**src/rtl/led_mon_pkg.sv**
```systemverilog
// led_mon_pkg
// Shared definitions for the LED state monitor: the sweep-direction
// encoding reported on the dir output and default bus/count widths.
package led_mon_pkg;

    // Direction encoding seen on the dir output.
    typedef enum logic [1:0] {
        IDLE = 2'b00,
        FLAT = 2'b01,
        UP   = 2'b10,
        DOWN = 2'b11
    } dir_e;

    localparam int LED_W_DEF = 16;
    localparam int CNT_W_DEF = $clog2(LED_W_DEF + 1);

endpackage : led_mon_pkg

```
**src/rtl/led_state_monitor_thermo_encoder.sv**
```systemverilog
// thermo_encoder
// Purely combinational thermometer-to-count encoder.
// Ports:
//   led   : LED_W-bit thermometer input (bits [k-1:0] lit, rest dark)
//   count : number of lit LEDs (only meaningful when legal=1)
//   legal : 1 when led is a thermometer code (all-zero included)
module thermo_encoder #(
    parameter int LED_W = 16,
    parameter int CNT_W = 5
) (
    input  logic [LED_W-1:0] led,
    output logic [CNT_W-1:0] count,
    output logic             legal
);

    logic [LED_W:0] led_ext;
    logic [LED_W:0] led_plus1;

    // A thermometer code is 2^k - 1, so adding one carries through every
    // lit bit and leaves no overlap with the original value.
    assign led_ext   = {1'b0, led};
    assign led_plus1 = led_ext + (LED_W+1)'(1);
    assign legal     = ((led_ext & led_plus1) == '0);

    always_comb begin
        count = '0;
        for (int i = 0; i < LED_W; i++) begin
            count = count + CNT_W'(led[i]);
        end
    end

endmodule : thermo_encoder

```
**src/rtl/led_state_monitor.sv**
```systemverilog
// led_state_monitor
// Watches a thermometer-coded LED bus, encodes it back to a lit-LED count,
// tracks sweep direction with a small FSM, counts bound reversals and flags
// illegal patterns and over-size steps.
//
// Handshake: sample_en is a plain strobe with no back-pressure; led_state is
// taken on a rising clk edge only when sample_en=1, and every output reflects
// that sample one cycle later (registered). Pulse outputs are high for one
// cycle per causing sample.
//
// Ports:
//   clk, rst_n    : clock, synchronous active-low reset
//   sample_en     : sample strobe
//   led_state     : LED bus under observation
//   count         : lit-LED count of the last legal sample
//   count_valid   : at least one legal sample taken since reset
//   dir           : FSM state (IDLE/FLAT/UP/DOWN), doubles as state debug
//   bounce_pulse  : one-cycle pulse on an UP<->DOWN reversal
//   bounce_cnt    : saturating reversal count
//   err_pattern   : one-cycle pulse on a non-thermometer sample
//   err_step      : one-cycle pulse on |delta| > MAX_STEP
//
// Build option: LED_MON_STEP_CHECK_EN enables the step-size check; without
// it err_step is constant 0 and MAX_STEP has no effect.
module led_state_monitor
    import led_mon_pkg::*;
#(
    parameter int LED_W    = LED_W_DEF,
    parameter int CNT_W    = CNT_W_DEF,
    parameter int MAX_STEP = 1,
    parameter int BOUNCE_W = 8
) (
    input  logic                clk,
    input  logic                rst_n,
    input  logic                sample_en,
    input  logic [LED_W-1:0]    led_state,
    output logic [CNT_W-1:0]    count,
    output logic                count_valid,
    output logic [1:0]          dir,
    output logic                bounce_pulse,
    output logic [BOUNCE_W-1:0] bounce_cnt,
    output logic                err_pattern,
    output logic                err_step
);

    logic [CNT_W-1:0] enc_count;
    logic             enc_legal;

    thermo_encoder #(
        .LED_W (LED_W),
        .CNT_W (CNT_W)
    ) u_enc (
        .led   (led_state),
        .count (enc_count),
        .legal (enc_legal)
    );

    dir_e                state_q, state_d;
    logic [CNT_W-1:0]    count_q, count_d;
    logic                count_valid_q, count_valid_d;
    logic                bounce_pulse_q, bounce_pulse_d;
    logic [BOUNCE_W-1:0] bounce_cnt_q, bounce_cnt_d;
    logic                err_pattern_q, err_pattern_d;
    logic                err_step_q, err_step_d;

    // One extra bit so 0..LED_W differences never overflow.
    logic signed [CNT_W:0] delta;
    logic                  step_big;

    assign delta = $signed({1'b0, enc_count}) - $signed({1'b0, count_q});

`ifdef LED_MON_STEP_CHECK_EN
    logic [CNT_W:0] delta_mag;
    assign delta_mag = delta[CNT_W] ? CNT_W'(0) - delta : delta;
    assign step_big  = (delta_mag > (CNT_W+1)'(MAX_STEP));
`else
    // Constant 0; the comparison against MAX_STEP folds away at elaboration.
    assign step_big = 1'b0 & (MAX_STEP < 0);
`endif

    always_comb begin
        state_d        = state_q;
        count_d        = count_q;
        count_valid_d  = count_valid_q;
        bounce_cnt_d   = bounce_cnt_q;
        bounce_pulse_d = 1'b0;
        err_pattern_d  = 1'b0;
        err_step_d     = 1'b0;

        if (sample_en) begin
            if (!enc_legal) begin
                // Illegal samples leave all tracking state untouched.
                err_pattern_d = 1'b1;
            end else if (state_q == IDLE) begin
                count_d       = enc_count;
                count_valid_d = 1'b1;
                state_d       = FLAT;
            end else begin
                count_d    = enc_count;
                err_step_d = step_big;
                if (delta > 0) begin
                    state_d = UP;
                end else if (delta < 0) begin
                    state_d = DOWN;
                end
                if ((state_q == UP && state_d == DOWN) ||
                    (state_q == DOWN && state_d == UP)) begin
                    bounce_pulse_d = 1'b1;
                    if (bounce_cnt_q != '1) begin
                        bounce_cnt_d = bounce_cnt_q + BOUNCE_W'(1);
                    end
                end
            end
        end
    end

    always_ff @(posedge clk) begin
        if (!rst_n) begin
            state_q        <= IDLE;
            count_q        <= '0;
            count_valid_q  <= 1'b0;
            bounce_pulse_q <= 1'b0;
            bounce_cnt_q   <= '0;
            err_pattern_q  <= 1'b0;
            err_step_q     <= 1'b0;
        end else begin
            state_q        <= state_d;
            count_q        <= count_d;
            count_valid_q  <= count_valid_d;
            bounce_pulse_q <= bounce_pulse_d;
            bounce_cnt_q   <= bounce_cnt_d;
            err_pattern_q  <= err_pattern_d;
            err_step_q     <= err_step_d;
        end
    end

    assign count        = count_q;
    assign count_valid  = count_valid_q;
    assign dir          = state_q;
    assign bounce_pulse = bounce_pulse_q;
    assign bounce_cnt   = bounce_cnt_q;
    assign err_pattern  = err_pattern_q;
    assign err_step     = err_step_q;

endmodule : led_state_monitor

```
**config.mk**
```make
export PLATFORM = sky130hd
export DESIGN_NAME = led_state_monitor
export DESIGN_NICKNAME = d
export VERILOG_FILES = /design/src/rtl/led_mon_pkg.sv /design/src/rtl/led_state_monitor_thermo_encoder.sv /design/src/rtl/led_state_monitor.sv
export SDC_FILE = /design/constraint.sdc
export NUM_CORES = 1
export LEC_CHECK = 0
export ABC_AREA = 1
export CAP_MARGIN = 5
export CORE_MARGIN = 2
export CORE_UTILIZATION = 46
export CTS_CLUSTER_SIZE = 30
export DETAILED_ROUTE_END_ITERATION = 7
export PLACE_DENSITY_LB_ADDON = 0.12
export SYNTH_ARGS = -nofsm -noshare
export SYNTH_HDL_FRONTEND = slang
export SYNTH_SLANG_ARGS = --single-unit
export TNS_END_PERCENT = 5
```
**constraint.sdc**
```tcl
create_clock -name clk -period 5.5 [get_ports clk]
set_input_delay 0.825 -clock clk [delete_from_list [all_inputs] [get_ports clk]]
set_output_delay 0.825 -clock clk [all_outputs]
set_load 0.02 [all_outputs]
```
# --- Yosys cells after proc, flatten, opt, wreduce, memory -nomap -nowiden ---
# Cells that the tools add are included.
totals:
  register_bits: 18
  input_bits: 19
  out_inout_bits: 19
  wordCells: 54
classes:
  n_addsub: 18
  n_lt_le_gt_ge: 2
  eq_ne: 5
  n_mux: 8
  n_bitwise: 5
  reduce_logical: 10
op_table:
  columns: ["cell", "count"]
  rows:
  - ["$add 5x1->5", 14]
  - ["$add 16x1->17 const B", 1]
  - ["$and 16x17->17", 1]
  - ["$logic_not 17->1", 1]
  - ["$mux 2", 6]
  - ["$add 8x1->8 const B", 1]
  - ["$eq 2x2->1 const B", 4]
  - ["$ne 8x8->1 const B", 1]
  - ["$gt 6x1->1 const B", 1]
  - ["$lt 6x1->1 const B", 1]
  - ["$sub 5x5->6", 1]
  - ["$reduce_and 5->1", 1]
  - ["$not 1->1", 4]
  - ["$reduce_and 2->1", 2]
  - ["$reduce_or 4->1", 1]
  - ["$reduce_and 3->1", 1]
  - ["$add 1x1->2", 1]
  - ["$logic_and 1x1->1", 2]
  - ["$logic_not 2->1", 1]
  - ["$mux 1", 2]
  - ["$logic_or 1x1->1", 1]

# --- Longest topological paths before layout ---
# Gate-level depths: netlist of run 1.
depth:
  ltp_word: 26
  mapped_depth: 27
  depth_no_buf: 26

# --- By module ---
# A second synthesis of run 1 with hierarchy kept.
hier_totals:
  hier_cells: 259
  hier_area_um2: 1826.8
by_module_without_submodules:
  columns: ["module", "n_inst", "cells_each", "area_each_um2", "seq_area_each_um2"]
  rows:
  - ["led_state_monitor", 1, 148, 1078.5, 360.3]
  - ["thermo_encoder", 1, 111, 748.2, 0.0]

# --- Least setup slack after synthesis of run 1 ---
# Ideal clock, no wire load.
synth_timing:
  path_type: "input to register"
  start: "in led_state[0]"
  end: "reg bounce_cnt_q[7] (netlist: bounce_cnt[7])"
  setup_ps: 64
  arrival_ps: 5342
  required_ps: 5436
  slack_ps: 94
  stages: 25
  path_buffers: 1
  cell_sequence: "inv_1 ha_1 fa_1 fa_1 fa_1 fa_1 inv_1 fa_1 inv_1 fa_1 fa_1 inv_1 nand3_1 nand2_1 nand2_1 nand2_1 o21ai_1 nand2_1 nand2_1 nor2_4 buf_6 nand3_1 nand2_1 inv_1 nor2_1"
synth_between:
  elab_chain_len: 26
  elab_cells_between_ends: 32
  cone_classes: "17 x add/sub; 2 x order compare; 2 x eq/ne; 5 x mux; 1 x bitwise; 5 x reduce/logical"
synth_rtl:
  columns: ["element", "line_no", "rtl"]
  rows:
  - ["start, declared", "led_state_monitor.sv:36", "input logic [LED_W-1:0] led_state,"]
  - ["$add 1x1->2", "led_state_monitor_thermo_encoder.sv:28", "count = count + CNT_W'(led[i]);"]
  - ["$add 5x1->5 (14 in a row)", "led_state_monitor_thermo_encoder.sv:28", null]
  - ["$sub 5x5->6", "led_state_monitor.sv:70", "assign delta = $signed({1'b0, enc_count}) - $signed({1'b0, count_q});"]
  - ["$lt 6x1->1", "led_state_monitor.sv:103", "end else if (delta < 0) begin"]
  - ["$mux 2", "led_state_monitor.sv:103", null]
  - ["$mux 2", "led_state_monitor.sv:101", "if (delta > 0) begin"]
  - ["$mux 2", "led_state_monitor.sv:94", "end else if (state_q == IDLE) begin"]
  - ["$mux 2", "led_state_monitor.sv:91", "if (!enc_legal) begin"]
  - ["$mux 2", "led_state_monitor.sv:90", "if (sample_en) begin"]
  - ["$eq 2x2->1, on equally long branches", "led_state_monitor.sv:106, led_state_monitor.sv:107", null]
  - ["$logic_and 1x1->1, on equally long branches", "led_state_monitor.sv:106, led_state_monitor.sv:107", null]
  - ["$logic_or 1x1->1", "led_state_monitor.sv:106", "if ((state_q == UP && state_d == DOWN) ||"]
  - ["$reduce_and 5->1 (no line) (*)", null, null]
  - ["end signal, assigned", "led_state_monitor.sv:131", "bounce_cnt_q <= bounce_cnt_d;"]
  - ["end, declared", "led_state_monitor.sv:62", "logic [BOUNCE_W-1:0] bounce_cnt_q, bounce_cnt_d;"]
# Every way passes the cells marked *; elsewhere a longest branch is shown, timed or not. The select of a mux whose other input is x is not followed.
# A chain may end at the register's enable or synchronous reset.

# --- Worst setup path after layout of run 1 ---
layout_timing:
  start: "in led_state[0]"
  end: "reg bounce_cnt_q[4] (netlist: bounce_cnt[4])"
# Same word-level chain as after synthesis.

==> summary.md, run 1 <==
| Metric | Value |
|---|---|
| IO Port Bufs | 36 |
| Share of the clock period used by the worst path | 0.9789 |
| Simple-Gate Fraction of Synth Area | 0.3249 |
| GRT Total Usage | 0.2019 |
| Num rows | 22 |
| Worst Setup End Kind | flop |
| DRT iter0 DRCs | 93 |
| Met1 usage | 0.2551 |
| Placed Cells | 364 |
| Sw power | 0.3610 mW |
| Io pins | 38 |
| Combinational Power Share | 0.719 |
| Outcome | completed |
| Met3 layer usage reported by global route | 0.01712 |
| Power Dens Cells | 352.9 nW/um^2 |
| Sequential area share after synthesis | 0.2093 |
| H-tree depth | 1 |
| Int Pwr | 0.4986 mW |
| Clk_lat worst skew | 0.25 ns |
| Global-route wire length before repair | 6900 um |
| RSZ-0062 raised after global routing | yes |
| Ant diodes | 0 |
| Clock skew | 0.003983 ns |
| # fillers | 328 |
| Busiest grt layer | met2 |
| Largest family of logic cells by synthesized area | simple AND/OR/NAND/NOR gates |
| Power share of the clock group | 0.129 |
| Clock root buffer | clkbuf_8 |
| Dpl hpwl | 3172 um |
| Multi-input gate area | 1197 um^2 |
| Min-Delay Startpoint | count_valid |
| Sequential power share | 0.152 |
| Fin cells | 374 |
| GRT Residual Overflow | 0 |
| Die area | 4248 um^2 |
| CP Launch Type | input port |
| Met2 usage | 0.3597 |
| Share of layout cells above drive strength 1 | 0.1687 |
| Gp weighted congestion | 0.8861 |
| Final setup margin | 0.1159 ns |
| Mapped Area | 1722 um^2 |
| CP Max Fanout | 8 |
| Final setup fails | 0 |
| Drt total wl | 3927 um |
| Die Width | 65.18 um |
| Nets | 370 |
| Largest net degree at the start of global routing | 17 |
| Peak Freq | 185.7 MHz |
| Peak supply drop | 265.0 uV |
| CTS tree | done |
| CTS hold repair buffers | 0 |
| Vias in the first global route | 1680 |
| Area grow syn2layout | 41.50% |
| Initial Utilization | 0.4738 |
| Final instance area | 2436 um^2 |
| CTS Sinks | 18 |
| WP data arrival | 5.58 ns |
| Maxcap violations | 0 |
| Most common cell after layout, fill and taps aside | nand2_1 |
| Tightest Hold Check Type | reg -> reg |
| Avg Inst Size Synth | 6.448 um^2 |
| Synthesis warning total | 0 |
| CTS max path bufs | 2 |
| Fin crit period | 5.384 ns |
| Mapped Cells | 267 |
| Post-synthesis mux area share | 0 |
| Post-DP Area | 2258 um^2 |
| Worst slack at placement | -0.7279 ns |
| Pwr Total | 0.8596 mW |
| Relative slew slack | 0.6120 |
| Worst R2R Start | count[0] |
| Antenna viol nets, final | 0 |
| Via count | 1778 |
| Clk slew on worst S/H paths | 0.07 ns |
| Fin Setup TNS | 0 ns |
| Avg Vias per Cell | 4.754 |
| Placeable Area | 3633 um^2 |
| Synth Area in Adders | 0.2224 |
| XOR/XNOR Fraction of Synth Area | 0.01017 |
| Sequential Area | 360.3 um^2 |
| CTS buffer count | 3 |
| Cell variety after synth | 25 |
| Post-route DRC | 0 |
| Req. time, crit path | 5.69 ns |
| Syn nets | 310 |
| Final Hold Fails | 0 |
| Yosys reg bits | 18 |
| Die Span Y | 65.18 um |
| Leakage | 1.118 nW |
| Crit Path Category | in -> reg |
| Worst Setup SP | led_state[0] |
| Slew @ Worst Pin | 0.5801 ns |
| Sw Share | 0.4200 |
| Synth Area in Compound Gates | 0.09302 |
| Routed len/inst | 10.50 um |
| 1st-pass router iterations | 4 |
| Max-slew violation count | 0 |
| Initial antenna violation count | 0 |
| Leading cell types in the layout, fill and taps excluded | 57 x nand2_1, 48 x inv_1, 34 x nor2_1 |
## flip-flops by register name, summed over array words and instances (netlist names)
register      flops
bounce_cnt        8
count             5
dir               2
bounce_pulse      1
count_valid       1
err_pattern       1
## path summary, 6_finish.rpt
path                                      end  slack [ns]  cells after the start
worst max-delay path            bounce_cnt[4]        0.12                     23
worst min-delay path              count_valid        0.46                      2
worst min register to register    count_valid        0.46                      2
worst max register to register  bounce_cnt[4]        3.33                     13
## power by group through the flow
| stage | Combinational (mW) | Clock, mW | Sequential (mW) |
|---|---|---|---|
| global placement | 0.507 | 0 | 0.134 |
| finish | 0.618 | 0.111 | 0.131 |
| CTS | 0.546 | 0.112 | 0.131 |
| global route | 0.697 | 0.116 | 0.131 |
| detailed placement | 0.515 | 0 | 0.134 |
| floorplan | 0.367 | 0 | 0.134 |
## worst max-delay path: stages
cell	delay [ns]
buf_6	0.10
inv_4	0.05
ha_4	0.19
fa_1	0.46
fa_1	0.52
fa_1	0.52
fa_1	0.49
inv_1	0.05
fa_2	0.35
inv_2	0.06
fa_2	0.44
fa_2	0.53
nand2_1	0.05
nor2_1	0.11
nand3_1	0.09
o21ai_1	0.13
nand2_1	0.07
nand2_2	0.09
nor2_4	0.06
buf_12	0.14
nand4_1	0.06
nand2_1	0.07
nor2_1	0.12
## synthesized netlist by cell type (all sizes together)
library cell	instances	area [um^2]
dfxtp	18	360.4
o211ai	1	7.510
nor3	4	20.02
o21ai	14	70.07
buf	3	23.77
nand2	60	225.2
ha	13	162.7
nor2	37	151.4
xnor2	1	8.760
nand3	24	125.1
fa	11	220.2
a21oi	15	75.07
clkbuf	2	7.510
o21bai	1	7.510
inv	55	206.4
nand4	6	37.54
conb	1	3.750
xor2	1	8.760
## layout make-up
type / instances / area share
Clock buffer: 4 / 0.02260
Inverter: 55 / 0.08577
Multi-Input combinational cell: 189 / 0.4915
Sequential cell: 18 / 0.1479
Tap cell: 48 / 0.02465
Timing Repair Buffer: 60 / 0.2275
## layer usage
| metal | vias up | wire [um] |
|---|---|---|
| met1 | 770 | 1774 |
| li1 | 946 | - |
| met5 | - | 0 |
| met3 | 8 | 137 |
| met4 | 0 | 87 |
| met2 | 54 | 1928 |
## cell families (layout without fill, tap and decap cells)
logic type | Yosys count | after routing
AO/OA/AOI/OAI | 31 | 31
XOR/XNOR | 2 | 2
adder cells (fa/ha/maj) | 24 | 24
buffers and inverters | 60 | 119
flip-flops | 18 | 18
other | 1 | 1
AND/OR/NAND/NOR | 131 | 131
## repair_timing
| action | CTS | global route |
|---|---|---|
| pin swaps | 19 | 19 |
| gates resized for setup | 28 | 13 |
| endpoints found under the hold margin | 0 | 0 |
| buffers inserted | 4 | 2 |
| endpoints found under the setup margin | 10 | 9 |
## per-stage QoR
stage / hold slack, ns / util
5_1_grt: 0.5026 / 0.6705
3_3_place_gp: 0.4402 / 0.6216
2_1_floorplan: 0.5248 / -
3_5_place_dp: 0.4481 / 0.6216
6_report: 0.4556 / 0.6705
4_1_cts: 0.4595 / 0.6515
(Power assumes the default switching activity.)
==> run 2, diff against run 1 <==
- SKIP_LAST_GASP: default -> 1
==> run 2 against run 1 <==
Effect of this change:
- core utilization is the same
- register-to-register slack is essentially flat
- cell count is the same
- sequential share of layout area is the same
- via count shrank 0.51%
- design area is the same
- clock skew is essentially flat
- routed wire length is essentially flat
- clock power is essentially flat
- fmax is essentially flat
- critical endpoint unchanged
==> summary.md, run 2 (synthesis results as in run 1) <==
| Metric | Value |
|---|---|
| Slew @ Worst Pin | 0.5703 ns (-0.009846 ns) |
| Outcome | completed |
| Max reg flops | 8 (unchanged) |
| Tightest Hold Check Type | reg -> reg |
| Clk slew on worst S/H paths | 0.07 ns (about the same) |
| Peak Freq | 185.8 MHz (about the same) |
| Io pins | 38 (unchanged) |
| Fin crit period | 5.383 ns (-0.0007850 ns) |
| DRT iter0 DRCs | 96 (+3.2%) |
| Worst Setup End Kind | flop |
| Post-layout util | 0.6705 (unchanged) |
| Relative slew slack | 0.6186 (+0.006584) |
| Worst-path cell chain | buf_6 > inv_4 > ha_4 > fa_1 > fa_1 > fa_1 > fa_1 > inv_1 > fa_2 > inv_2 > fa_2 > fa_2 > nand2_1 > nor2_1 > nand3_1 > o21ai_1 > nand2_1 > nand2_2 > nor2_4 > buf_12 > nand4_1 > nand2_1 > nor2_1 |
| Initial Utilization | 0.4738 (unchanged) |
| IO Port Bufs | 36 (unchanged) |
| Share of the clock period used by the worst path | 0.9788 (about the same) |
| Clk_lat worst skew | 0.25 ns (about the same) |
| CTS buffer count | 3 (unchanged) |
| Multi-input gate area | 1197 um^2 (unchanged) |
| CP Max Fanout | 8 (unchanged) |
| RSZ-0062 raised after global routing | yes |
| GRT Total Usage | 0.2019 (unchanged) |
| Fin cells | 374 (unchanged) |
| Die Span Y | 65.18 um (unchanged) |
| Maxcap violations | 0 (unchanged) |
| Leading cell types in the layout, fill and taps excluded | 57 x nand2_1, 49 x inv_1, 34 x nor2_1 |
| Num rows | 22 (unchanged) |
| Share of layout cells above drive strength 1 | 0.1656 (-0.003067) |
| Nets | 370 (unchanged) |
| Vias in the first global route | 1680 (unchanged) |
| Max-slew violation count | 0 (unchanged) |
| CTS max path bufs | 2 (unchanged) |
| Final instance area | 2436 um^2 (unchanged) |
| CP Launch Type | input port |
| Final Hold Fails | 0 (unchanged) |
| Clock skew | 0.003807 ns (-0.0001761 ns) |
| Ant diodes | 0 (unchanged) |
| # fillers | 328 (unchanged) |
| Placeable Area | 3633 um^2 (unchanged) |
| Post-route DRC | 0 (unchanged) |
| H-tree depth | 1 (unchanged) |
| Die area | 4248 um^2 (unchanged) |
| Crit path max-delay family | adder cells |
| WP data arrival | 5.58 ns (about the same) |
| Peak supply drop | 265.0 uV (about the same) |
| Cell mode on critical path | fa_1 |
| Most common cell after layout, fill and taps aside | nand2_1 |
| Req. time, crit path | 5.69 ns (about the same) |
| 1st-pass router iterations | 4 (unchanged) |
| CTS tree | done |
| Initial antenna violation count | 0 (unchanged) |
| Sequential Area | 360.3 um^2 (unchanged) |
| Worst slack at placement | -0.7279 ns (unchanged) |
| CTS Sinks | 18 (unchanged) |
| Final setup fails | 0 (unchanged) |
| Critical path's slowest cell | fa_2 |
| Power Dens Cells | 352.9 nW/um^2 (about the same) |
| Dpl hpwl | 3172 um (unchanged) |
| Final setup margin | 0.1167 ns (+0.0007850 ns) |
| Leakage | 1.120 nW (+0.23%) |
| Crit Path Category | in -> reg |
| Global-route wire length before repair | 6900 um (unchanged) |
| Die Width | 65.18 um (unchanged) |
| Gp weighted congestion | 0.8861 (unchanged) |
| Avg Vias per Cell | 4.730 (-0.51%) |
| Clock root buffer | clkbuf_8 |
| Drt total wl | 3925 um (about the same) |
| Placed Cells | 364 (unchanged) |
| Worst path bufs/invs | 5 (unchanged) |
| Area grow syn2layout | 41.50% (unchanged) |
| CTS hold repair buffers | 0 (unchanged) |
| GRT Residual Overflow | 0 (unchanged) |
| Routed len/inst | 10.49 um (about the same) |
| Largest stage delay on the critical path | 0.53 ns (about the same) |
| Via count | 1769 (-0.51%) |
| Post-DP Area | 2258 um^2 (unchanged) |
| Largest net degree at the start of global routing | 17 (unchanged) |
| Antenna viol nets, final | 0 (unchanged) |
-- run 2: cell type report --
class,instances,share of cell area
clock buffer,4,0.02260
inverter,55,0.08577
multi-input combinational,189,0.4915
sequential,18,0.1479
tap,48,0.02465
timing repair buffer,60,0.2275
-- run 2: final timing paths --
kind | startpoint | to | slack (ns) | cells after the start
max | led_state[0] | bounce_cnt[4] | 0.12 | 23
min | count_valid | count_valid | 0.46 | 2
max reg2reg | count[0] | bounce_cnt[4] | 3.33 | 13
min reg2reg | count_valid | count_valid | 0.46 | 2
-- run 2: worst register-to-register path: stages, from the launching register on --
cell,delay (ns)
dfxtp_1,0.33
ha_1,0.24
fa_2,0.53
nand2_1,0.05
nor2_1,0.11
nand3_1,0.09
o21ai_1,0.13
nand2_1,0.07
nand2_2,0.09
nor2_4,0.06
buf_12,0.14
nand4_1,0.06
nand2_1,0.07
nor2_1,0.12
-- run 2: power by group --
group	internal [mW]	leakage (nW)	total (mW)	switching, mW
clock network	0.0636	0.0288	0.111	0.0471
logic	0.304	0.946	0.618	0.314
registers	0.131	0.145	0.131	0.000170
total	0.499	1.12	0.860	0.361
-- run 2: timing repair --
item	4_1_cts	5_1_grt
endpoints found under the setup margin	10	9
buffers inserted	4	2
gates resized for setup	28	12
pin swaps	19	17
-- run 2: metal layers --
layer,wire (um),vias to the layer above,share of wire,global-route usage
li1,-,946,-,-
met3,129,8,0.033,0.01712
met1,1783,764,0.45,0.2551
met4,87,0,0.022,0.07031
met5,0,-,0,0
met2,1925,51,0.49,0.3597
-- run 2: through the flow --
step           total power [mW]  hold slack (ns)  TNS, ns
2_1_floorplan            0.5011           0.5248        0
3_3_place_gp             0.6410           0.4402   -5.154
3_5_place_dp             0.6490           0.4481   -6.509
4_1_cts                  0.7892           0.4595        0
5_1_grt                  0.9437           0.5026  -0.7304
6_report                 0.8597           0.4556        0
==> run 3, diff against run 2 <==
- CORE_UTILIZATION: 46 -> 47
- REMOVE_ABC_BUFFERS: default -> 1
- SLEW_MARGIN: default -> 20
- SYNTH_HIERARCHICAL: default -> 1
==> run 3 against run 2 <==
Effect of this change:
- power grew 42%
- largest power group unchanged
- largest cell class unchanged
- routed wire length increased by 12%
- via count rose by 6.9%
- core utilization grew 3.1 points
- worst setup slack better by 0.067 ns
- clock skew fell by 0.00056 ns
- synthesized cell count decreased by 3.0%
==> summary.md, run 3 <==
| Metric | Value |
|---|---|
| Outcome | completed |
| Ant diodes | 0 (unchanged) |
| Post-route DRC | 0 (unchanged) |
| Area grow syn2layout | 41.71% |
| Peak Freq | 188.1 MHz (+1.3%) |
| Via count | 1891 (+6.9%) |
| CTS tree | done |
| Yosys top cell area share | 0.1973 (-0.01204) |
| Routed len/inst | 11.77 um (+12%) |
| Drt total wl | 4415 um (+12%) |
| Leading cell types in the layout, fill and taps excluded | 56 x nand2_1, 41 x inv_1, 27 x clkdlybuf4s50_1, 27 x buf_4 |
| Mapped Area | 1827 um^2 (+6.1%) |
| Clock root buffer | clkbuf_8 |
| Power Dens Cells | 472.9 nW/um^2 (+34%) |
| H-tree depth | 1 (unchanged) |
| Max-slew violation count | 0 (unchanged) |
| Largest net degree at the start of global routing | 11 (-6) |
| Avg Inst Size Synth | 7.053 um^2 (+9.4%) |
| Top cells by count, synth | 56 x nand2_1, 46 x inv_1, 23 x a21oi_1 |
| Io pins | 38 (unchanged) |
| Fin crit period | 5.316 ns (-0.06737 ns) |
| Fin cells | 375 (+0.27%) |
| DRT iter0 DRCs | 80 (-17%) |
| Initial Utilization | 0.4953 (+0.02142) |
| Die Width | 66.35 um (+1.8%) |
| Maxcap violations | 0 (unchanged) |
| Req. time, crit path | 5.71 ns (+0.02 ns) |
| Worst Setup End Kind | flop |
| CTS buffer count | 3 (unchanged) |
| Max reg flops | 8 (unchanged) |
| Placed Cells | 362 (-0.55%) |
| Share of the clock period used by the worst path | 0.9665 (-0.01225) |
| GRT Residual Overflow | 0 (unchanged) |
| 1st-pass router iterations | 4 (unchanged) |
| Peak supply drop | 247.6 uV (-6.6%) |
| Cell variety after synth | 26 (+4.0%) |
| Die area | 4402 um^2 (+3.6%) |
| Nets | 377 (+1.9%) |
| Avg Vias per Cell | 5.043 (+6.6%) |
| IO Port Bufs | 36 (unchanged) |
| Final setup fails | 0 (unchanged) |
| Placeable Area | 3689 um^2 (+1.5%) |
| Dpl hpwl | 3384 um (+6.7%) |
| CTS max path bufs | 2 (unchanged) |
| Sequential area share after synthesis | 0.1973 (-0.01204) |
| Tightest Hold Check Type | reg -> reg |
| CP Launch Type | input port |
| Clk slew on worst S/H paths | 0.07 ns (about the same) |
| R2R setup slack | 3.43 ns (+0.10 ns) |
| Leading area contributor after synthesis | dfxtp_1 |
| Die Span Y | 66.35 um (+1.8%) |
| RSZ-0062 raised after global routing | yes |
| Post-layout util | 0.7018 (+0.03138) |
| WP data arrival | 5.52 ns (-0.06 ns) |
| Global-route wire length before repair | 7245 um (+5.0%) |
| Most common cell after layout, fill and taps aside | nand2_1 |
| Mapped Cells | 259 (-3.0%) |
| Top cells by area, synth | dfxtp_1 20%, fa_1 13%, ha_1 12% |
| Vias in the first global route | 1738 (+3.5%) |
| Initial antenna violation count | 0 (unchanged) |
| Synth Flop Type | dfxtp_1 |
| Clock skew | 0.003250 ns (-0.0005571 ns) |
| Fraction of registers with async set/reset | 0 (unchanged) |
| Most common cell in the synthesized netlist | nand2_1 |
| Gp weighted congestion | 0.8603 (-2.9%) |
| CTS Sinks | 18 (unchanged) |
| Clk_lat worst skew | 0.26 ns (about the same) |
| Leakage | 1.205 nW (+7.6%) |
| Antenna viol nets, final | 0 (unchanged) |
| GRT Total Usage | 0.2106 (+0.008672) |
| Crit Path Category | in -> reg |
| Number of synthesized flops with an enable pin | 0 (unchanged) |
| Share of layout cells above drive strength 1 | 0.2141 (+0.04842) |
| Num rows | 22 (unchanged) |
| CP Max Fanout | 5 (-3) |
| Yosys reg bits | 18 (unchanged) |
| Synthesis warning total | 6 (+6) |
| Final Hold Fails | 0 (unchanged) |
-- run 3: metrics by stage --
stage          hold slack, ns  setup WS (ns)  instance area (um^2)  total power [mW]  setup TNS (ns)
2_1_floorplan          0.5470         0.2538                  1808            0.6667               0
3_3_place_gp           0.4550        -0.3519                  2399            0.8698          -3.399
3_5_place_dp           0.4663        -0.4411                  2399            0.8821          -4.345
4_1_cts                0.4829       0.004011                  2505             1.052               0
5_1_grt                0.5190       -0.04784                  2589             1.351         -0.1714
6_report               0.4799         0.1841                  2589             1.224               0
-- run 3: area by class of cell --
class | count | area (um^2)
sequential | 18 | 360.3
clock buffer | 4 | 55.05
tap | 48 | 60.06
fill | 325 | 1100
multi-input combinational | 192 | 1363
inverter | 49 | 183.9
timing repair buffer | 64 | 566.8
-- run 3: what timing repair did --
item	CTS	global route
gates resized for setup	29	10
buffers inserted	6	1
pin swaps	19	14
endpoints found under the setup margin	10	11
gates cloned	0	2
hold buffers	0	0
-- run 3: critical path, stage by stage --
cell	delay [ns]
buf_2	0.11
fa_1	0.45
ha_1	0.30
inv_2	0.04
fa_1	0.55
fa_1	0.43
fa_1	0.52
fa_2	0.20
inv_2	0.04
fa_2	0.37
a21oi_2	0.17
o21bai_2	0.11
ha_4	0.30
nand2_2	0.06
buf_4	0.13
nor3_2	0.17
nor2_4	0.08
o21bai_4	0.19
nand2_4	0.10
nand3_2	0.13
nand2_2	0.09
nand2_1	0.05
nor2_1	0.08
-- run 3: power breakdown --
| part | switching, mW | total [mW] | internal [mW] |
|---|---|---|---|
| logic | 0.519 | 0.982 | 0.463 |
| clock network | 0.0478 | 0.112 | 0.0638 |
| registers | 0.0000944 | 0.131 | 0.131 |
-- run 3: cell families after synthesis --
logic type	count (synthesis)	share of synthesized area
xor gates and xnor gates	8	0.03836
adders and majority gates	30	0.2548
AOI/OAI and AO/OA	38	0.1151
and+or+nand+nor	113	0.2815
DFF	18	0.1973
buffers and inverters	51	0.1110
other	1	0.002053
-- run 3: final timing paths --
kind / from / depth (start not counted) / to
hold reg to reg: count_valid / 2 / count_valid
setup reg to reg: count[0] / 12 / bounce_cnt[2]
hold / removal: count_valid / 2 / count_valid
setup / recovery: led_state[1] / 23 / bounce_cnt[0]
-- run 3: per-layer routing --
metal,GRT usage,vias to the layer above,share of wire
li1,-,953,-
met1,0.2923,882,0.47
met2,0.3375,52,0.47
met3,0.04089,4,0.048
met4,0.04592,0,0.0070
met5,0,-,0
